### config.mk
export PLATFORM = sky130hd
export DESIGN_NAME = kinase_valve_sequencer
export DESIGN_NICKNAME = d
export VERILOG_FILES = /design/src/rtl/kinase_valve_sequencer.sv
export SDC_FILE = /design/constraint.sdc
export NUM_CORES = 1
export LEC_CHECK = 0
export CAP_MARGIN = 10
export CORE_MARGIN = 2
export CORE_UTILIZATION = 40
export CTS_CLUSTER_SIZE = 16
export DETAILED_ROUTE_END_ITERATION = 7
export PLACE_DENSITY = 0.62
export SYNTH_ARGS = -nofsm -noshare
export SYNTH_HDL_FRONTEND = slang
export SYNTH_SLANG_ARGS = --single-unit
### constraint.sdc
create_clock -name clk -period 2.7 [get_ports clk]
set_clock_uncertainty 0.05 [all_clocks]
set_input_delay 0.27 -clock clk [delete_from_list [all_inputs] [get_ports clk]]
set_output_delay 0.27 -clock clk [all_outputs]
set_load 0.03 [all_outputs]
### src/rtl/kinase_valve_sequencer.sv
// Assay protocol sequencer for the dual-lane kinase chip: LOAD, MIX, INCUBATE, WASH, COLLECT, then DONE.
// Both lanes share the c/s/p valve lines, so one registered valve image drives both lanes in lockstep.
module kinase_valve_sequencer #(
  parameter int CNT_W       = 16,
  parameter int LOAD_CYC    = 64,
  parameter int PUMP_STEP   = 8,
  parameter int MIX_ROUNDS  = 16,
  parameter int INC_CYC     = 1024,
  parameter int WASH_CYC    = 128,
  parameter int COLLECT_CYC = 64
) (
  input  logic        clk,
  input  logic        rst_n,
  input  logic        start,
  input  logic        abort,
  input  logic        ack,
  output logic        busy,
  output logic        done,
  output logic [2:0]  phase,
  output logic [12:0] c,
  output logic [3:0]  s,
  output logic [4:0]  p
);

  typedef enum logic [2:0] {
    IDLE     = 3'd0,
    LOAD     = 3'd1,
    MIX      = 3'd2,
    INCUBATE = 3'd3,
    WASH     = 3'd4,
    COLLECT  = 3'd5,
    DONE     = 3'd6
  } state_t;

  // Terminal count for an N-cycle dwell; 0 behaves as 1, oversize values clip to all-ones.
  function automatic logic [CNT_W-1:0] last_of(input int n);
    longint m;
    m = (n < 1) ? 64'sd0 : longint'(n) - 64'sd1;
    if (m >= (longint'(1) << CNT_W)) return '1;
    return m[CNT_W-1:0];
  endfunction

  localparam logic [CNT_W-1:0] LOAD_LAST  = last_of(LOAD_CYC);
  localparam logic [CNT_W-1:0] STEP_LAST  = last_of(PUMP_STEP);
  localparam logic [CNT_W-1:0] ROUND_LAST = last_of(MIX_ROUNDS);
  localparam logic [CNT_W-1:0] INC_LAST   = last_of(INC_CYC);
  localparam logic [CNT_W-1:0] WASH_LAST  = last_of(WASH_CYC);
  localparam logic [CNT_W-1:0] COLL_LAST  = last_of(COLLECT_CYC);

  // A saturated counter counts as expired so a run can never stall.
  function automatic logic expired(input logic [CNT_W-1:0] cnt, input logic [CNT_W-1:0] last);
    return (cnt == last) || (&cnt);
  endfunction

  function automatic logic [CNT_W-1:0] sat_inc(input logic [CNT_W-1:0] x);
    return (&x) ? x : x + CNT_W'(1);
  endfunction

  function automatic logic [2:0] mix_pat(input logic [2:0] idx);
    case (idx)
      3'd0:    return 3'b101;
      3'd1:    return 3'b100;
      3'd2:    return 3'b110;
      3'd3:    return 3'b010;
      3'd4:    return 3'b011;
      default: return 3'b001;
    endcase
  endfunction

  state_t           st, st_nx;
  logic [CNT_W-1:0] cnt, cnt_nx;
  logic [CNT_W-1:0] rnd, rnd_nx;
  logic [2:0]       step, step_nx;
  logic [12:0]      c_nx;
  logic [3:0]       s_nx;
  logic [4:0]       p_nx;

  always_comb begin
    st_nx   = st;
    cnt_nx  = sat_inc(cnt);
    rnd_nx  = rnd;
    step_nx = step;
    case (st)
      IDLE:     if (start) st_nx = LOAD;
      LOAD:     if (expired(cnt, LOAD_LAST)) st_nx = MIX;
      MIX: begin
        if (expired(cnt, STEP_LAST)) begin
          cnt_nx = '0;
          if (step == 3'd5) begin
            step_nx = 3'd0;
            if (expired(rnd, ROUND_LAST)) st_nx = INCUBATE;
            else rnd_nx = sat_inc(rnd);
          end else begin
            step_nx = step + 3'd1;
          end
        end
      end
      INCUBATE: if (expired(cnt, INC_LAST))  st_nx = WASH;
      WASH:     if (expired(cnt, WASH_LAST)) st_nx = COLLECT;
      COLLECT:  if (expired(cnt, COLL_LAST)) st_nx = DONE;
      DONE:     if (ack) st_nx = IDLE;
      default:  st_nx = IDLE;
    endcase
    if (abort) st_nx = IDLE;
    // Every state entry (and any idle/done cycle) starts from clean counters.
    if (abort || st_nx != st || st == IDLE || st == DONE) begin
      cnt_nx  = '0;
      rnd_nx  = '0;
      step_nx = 3'd0;
    end
  end

  // Valve image is decoded from the next state so it lands on the same edge as phase.
  always_comb begin
    c_nx = 13'h1FFF;
    s_nx = 4'hF;
    p_nx = 5'h00;
    case (st_nx)
      LOAD:    begin c_nx = 13'h1FF8; s_nx = 4'h0; end
      MIX:     p_nx = {2'b00, mix_pat(step_nx)};
      WASH:    begin c_nx = 13'h1E3F; s_nx = 4'h0; p_nx = 5'h18; end
      COLLECT: c_nx = 13'h03FF;
      default: ;
    endcase
  end

  always_ff @(posedge clk) begin
    if (!rst_n) begin
      st   <= IDLE;
      cnt  <= '0;
      rnd  <= '0;
      step <= 3'd0;
      busy <= 1'b0;
      done <= 1'b0;
      c    <= 13'h1FFF;
      s    <= 4'hF;
      p    <= 5'h00;
    end else begin
      st   <= st_nx;
      cnt  <= cnt_nx;
      rnd  <= rnd_nx;
      step <= step_nx;
      busy <= (st_nx != IDLE) && (st_nx != DONE);
      done <= (st_nx == DONE);
      c    <= c_nx;
      s    <= s_nx;
      p    <= p_nx;
    end
  end

  assign phase = st;

endmodule

Yosys cells after proc, flatten, opt, wreduce, memory -nomap -nowiden
Cells that the tools add are included.
Cells by class
  bitwise gates (word level): 3
  equality and inequality tests: 23
  multiplexer cells: 22
  add/sub/neg operators: 3
  reductions and logical operators: 17
Operators by type and width (count)
  $mux W16: 3
  $mux W3: 14
  $pmux W13 S3: 1
  $add A16 B1 Y16 const B: 2
  $reduce_and A16 Y1: 2
  $eq A3 B3 Y1 const B: 8
  $pmux W3 S7: 1
  $eq A16 B10 Y1 const B: 1
  $eq A16 B3 Y1 const B: 1
  $eq A16 B4 Y1 const B: 1
  $eq A16 B6 Y1 const B: 1
  $eq A16 B7 Y1 const B: 1
  $eq A3 B2 Y1 const B: 5
  $pmux W3 S5: 1
  $pmux W5 S2: 1
  $eq A3 B1 Y1 const B: 3
  $logic_or A1 B1 Y1: 8
  $logic_not A3 Y1: 2
  $reduce_and A5 Y1: 1
  $mux W4: 1
  $reduce_or A2 Y1: 2
  $add A3 B1 Y3 const B: 1
  $ne A3 B3 Y1: 1
  $ne A3 B3 Y1 const B: 1
  other kinds (3): 5
Storage, ports and cells
  input bits: 5
  register bits: 62
  logic and storage cells: 77
  output and inout port bits: 27

Depth between registers and ports, before layout
  depth after elaboration: 15
  depth in mapped cells: 9
  mapped depth without buffers: 7

Worst setup path after synthesis
OpenSTA, ideal clock, no wires.
  kind: flip-flop to flip-flop
  start: register st[0] (netlist: phase[0])
  end: register p[1]
  data arrival time: 2.186 ns
  path slack: 0.376 ns
  stages on the path, launching flop included: 8
  buffers on the path: 1
  setup time: 0.088 ns
  path through: dfxtp_1 -> buf_2 -> nor2b_1 -> nand3_1 -> o2bb2ai_2 -> a311o_4 -> or4b_4 -> nor4_2
Between the ends
  word-level cells in the longest chain between the ends: 13
  elaborated cells on any way between the ends: 33
RTL lines
  from (decl): RTL line 70  | state_t st, st_nx;
  from (signal assigned): RTL line 139  | st <= st_nx;
  $mux W3: RTL line 91  | if (expired(rnd, ROUND_LAST)) st_nx = INCUBATE;
  $mux W3: RTL line 89  | if (step == 3'd5) begin
  $mux W3: RTL line 87  | if (expired(cnt, STEP_LAST)) begin
  $pmux W3 S7: RTL line 83  | case (st)
  $mux W3: RTL line 104  | if (abort) st_nx = IDLE;
  $ne A3 B3 Y1: RTL line 106  | if (abort || st_nx != st || st == IDLE || st == DONE) begin
  $logic_or A1 B1 Y1 (3 in series): RTL line 106
  $mux W3: RTL line 106
  $eq A3 B3 Y1, or another cell as far along: RTL line 60  | case (idx)
  $pmux W3 S5: RTL line 60
  $pmux W5 S2 *: RTL line 118  | case (st_nx)
  to (signal assigned): RTL line 147  | p <= p_nx;
  to (decl): RTL line 22  | output logic [4:0] p
Every way passes the cells marked *; elsewhere a longest branch is shown, timed or not.
A chain may end at the register's enable or synchronous reset.

Final worst setup path
  start: register cnt[0]
  end: register cnt[1]
Between the ends
  word-level cells in the longest chain between the ends: 10
  elaborated cells on any way between the ends: 25
RTL lines
  from (decl): RTL line 71  | logic [CNT_W-1:0] cnt, cnt_nx;
  from (signal assigned): RTL line 140  | cnt <= cnt_nx;
  $eq A16 B6 Y1, or another cell as far along: RTL line 52  | return (cnt == last) || (&cnt);
  $logic_or A1 B1 Y1: RTL line 52
  $mux W3 (on tied branches)
  $pmux W3 S7: RTL line 83
  $mux W3: RTL line 104
  $ne A3 B3 Y1: RTL line 106
  $logic_or A1 B1 Y1 (3 in series): RTL line 106
  $reduce_or A2 Y1 (no source line)
Parallel ways exist; a longest one is shown, timed or not.

==> impl_metrics.ini <==
[yosys]
syn_area_mm2 = 0.00276
yosysWarnings = 0
synth_edf_count = 0
syn_area_per_cell_um2 = 8.59
ys_seq_area_frac = 0.348
yosysTopAreaCell = dfxtp_1
synth_cell_types = 64
yosys.area_share.adder = 0.00907
ys_top_cells_by_area = dfxtp_1 (35%), xnor2_1 (7.0%), nor2_1 (4.5%)
synth_top_family_by_area = simple AND/OR/NAND/NOR gates
ys_async_sr_fraction = 0
muxShareOfSynthArea = 0.0150
ys.flop_type = dfxtp_1
yosysTopAreaCellShare = 0.348
synth-xor-area-share = 0.0794
synth_cells = 321
synth_compound_area_frac = 0.151
ys_ff_latch = 48
yosys.area_share.simple = 0.319

[timing]
period_share = 0.932
fmax_mhz = 398
hold_viol_final = 0
tns_ns = 0
whs_ns = 0.460
setup_viol = 0
worst_pin_slew_ns = 0.571
slew_headroom = 0.615
finalMaxSlewViolations = 0
min_period_ns = 2.52
setup_ws_ns = 0.184

[routing]
ant_nets = 0
post_drt_wl_per_cell_um = 13.9
first_pass_iters = 4
vias = 2352
drt-initial-drc-count = 108
vias_per_cell = 5.48
drc = 0
routed_wl_um = 5950

[status]
status = finished, final reports clean

[place]
postPlaceCellArea_mm2 = 0.00307
port_buffers = 27
post-place-ws_ns = 0.127
hpwlAfterDp_um = 4400
gp_congestion = 0.854

[run]
drv_cap = 0

[clocking]
cts.reportedPaths.clkPinSlew_ns = 0.09
cts_sinks = 48
cts_max_level = 2
clk_latency_ns = 0.32
root_buffer = clkbuf_8
cts_inserted_buffers = 5
cts_tree = built
clock_path_buffers = 2
hold_buffers = 0

[setup_path]
cp-start-kind = flop
endpoint_kind = flop
crit_arrival_ns = 2.71
path_max_fanout = 9
rr_startpoint = cnt[0]
worstSetupStartpoint = cnt[0]
crit_required_ns = 2.89
critPathKind = reg -> reg

[final_layout]
final_common_cell = dfxtp_1
final_util = 0.476
fin_nets = 355
drive_gt1_frac = 0.149
n_antenna_cell = 0
syn2layout_area_growth_pct = 16.0
final_area_mm2 = 0.00320
mostFrequentLayoutCells = dfxtp_1 (48), nor2_1 (33), clkdlybuf4s50_1 (27)

[min_path]
min_from = rnd[1]
min_path_type = reg -> reg

[global_route]
overflow = 0
grt_pass1_vias = 2148
grt_pass1_wl_um = 10200
track_usage = 0.168
antenna_found_initial = 0
grt_max_degree = 20

[pwr]
p_leak_nw = 1.02
combPwrFrac = 0.062
switching_share = 0.235
share_clk_of_total_power = 0.404
p_seq_frac = 0.535
pwr_density_cell_mw_per_mm2 = 418
vdd_drop_max_v = 0.000305
power.net_switching_w = 0.000315
cell_internal_pwr_w = 0.00102

[floorplanning]
dieArea_mm2 = 0.00758
pin_count = 32
start_util = 0.411
die_w_um = 87.1
rows = 30
die_h_um = 87.1
coreArea_mm2 = 0.00672
-- area by class of cell --
cell class                 instances  area (um^2)
fill                             645         3520
inverter                           8         30.0
sequential                        48          961
clock inverter                     3         46.3
timing repair buffer              43          390
multi-input combinational        242         1600
tap                               80          100
clock buffer                       5         68.8
-- repair_timing --
item                                    CTS  global route
endpoints found under the setup margin    0            10
setup buffers                             0             2
resized for setup                         0             1
-- Yosys cell counts, drive strengths merged, types with 3 or more instances --
cell type	count
xnor2	22
inv	8
nand4	8
o21ai	6
a221oi	3
nor4	12
dfxtp	48
nand3	18
clkbuf	4
a21oi	11
nand2	24
and2	5
mux2i	3
nor2	42
nor3	18
or4	3
xor2	3
buf	22
and3	14
a211oi	6
-- per-stage QoR --
stage                     total power (W)  instances
final                             0.00134        429
after global routing              0.00138        429
after CTS                         0.00135        427
after detailed placement         0.000813        419
after global placement           0.000813        419
after floorplan                  0.000790        324
-- routing by layer --
metal	wire length, um	track usage	vias to the layer above
met1	2850	0.230	1077
met3	291	0.0322	6
met4	68	0.0497	0
met5	0	0	-
met2	2740	0.269	67
li1	-	-	1202
-- worst max-delay path, cell delays in order (launching register included) --
cell	delay, ns
dfxtp_1	0.34
ha_1	0.23
and3_1	0.22
and3_4	0.23
a32o_1	0.31
a221oi_4	0.42
a41oi_4	0.29
buf_4	0.23
a21oi_1	0.12
-- registers in the layout, summed over array words and instances (netlist names) --
signal,count
p,4
cnt,16
s,1
busy,1
rnd,16
step,3
phase,3
done,1
c,3
-- worst paths after layout --
kind	end	slack (ns)	cells after the start
setup / recovery	cnt[1]	0.18	8
hold / removal	rnd[1]	0.46	2
setup reg to reg	cnt[1]	0.18	8
hold reg to reg	rnd[1]	0.46	2
-- logic make-up (layout without fill, tap and decap cells) --
| kind of cell | Yosys count | in the layout |
|---|---|---|
| buf+inv | 34 | 59 |
| xor+xnor | 25 | 25 |
| simple gates | 160 | 160 |
| mux | 4 | 4 |
| other cells | 1 | 4 |
| fa+ha+maj | 2 | 2 |
| flops | 48 | 48 |
| compound gates | 47 | 47 |
-- power groups by stage --
| stage | Sequential, W | Clock (W) | Combinational, W |
|---|---|---|---|
| CTS | 0.000715 | 0.000556 | 0.0000812 |
| finish | 0.000715 | 0.000540 | 0.0000826 |
| detailed placement | 0.000732 | 0 | 0.0000809 |
| floorplan | 0.000737 | 0 | 0.0000536 |
| global route | 0.000716 | 0.000581 | 0.0000886 |
| global placement | 0.000732 | 0 | 0.0000813 |
Note: power is estimated with default switching activity, not from simulation.
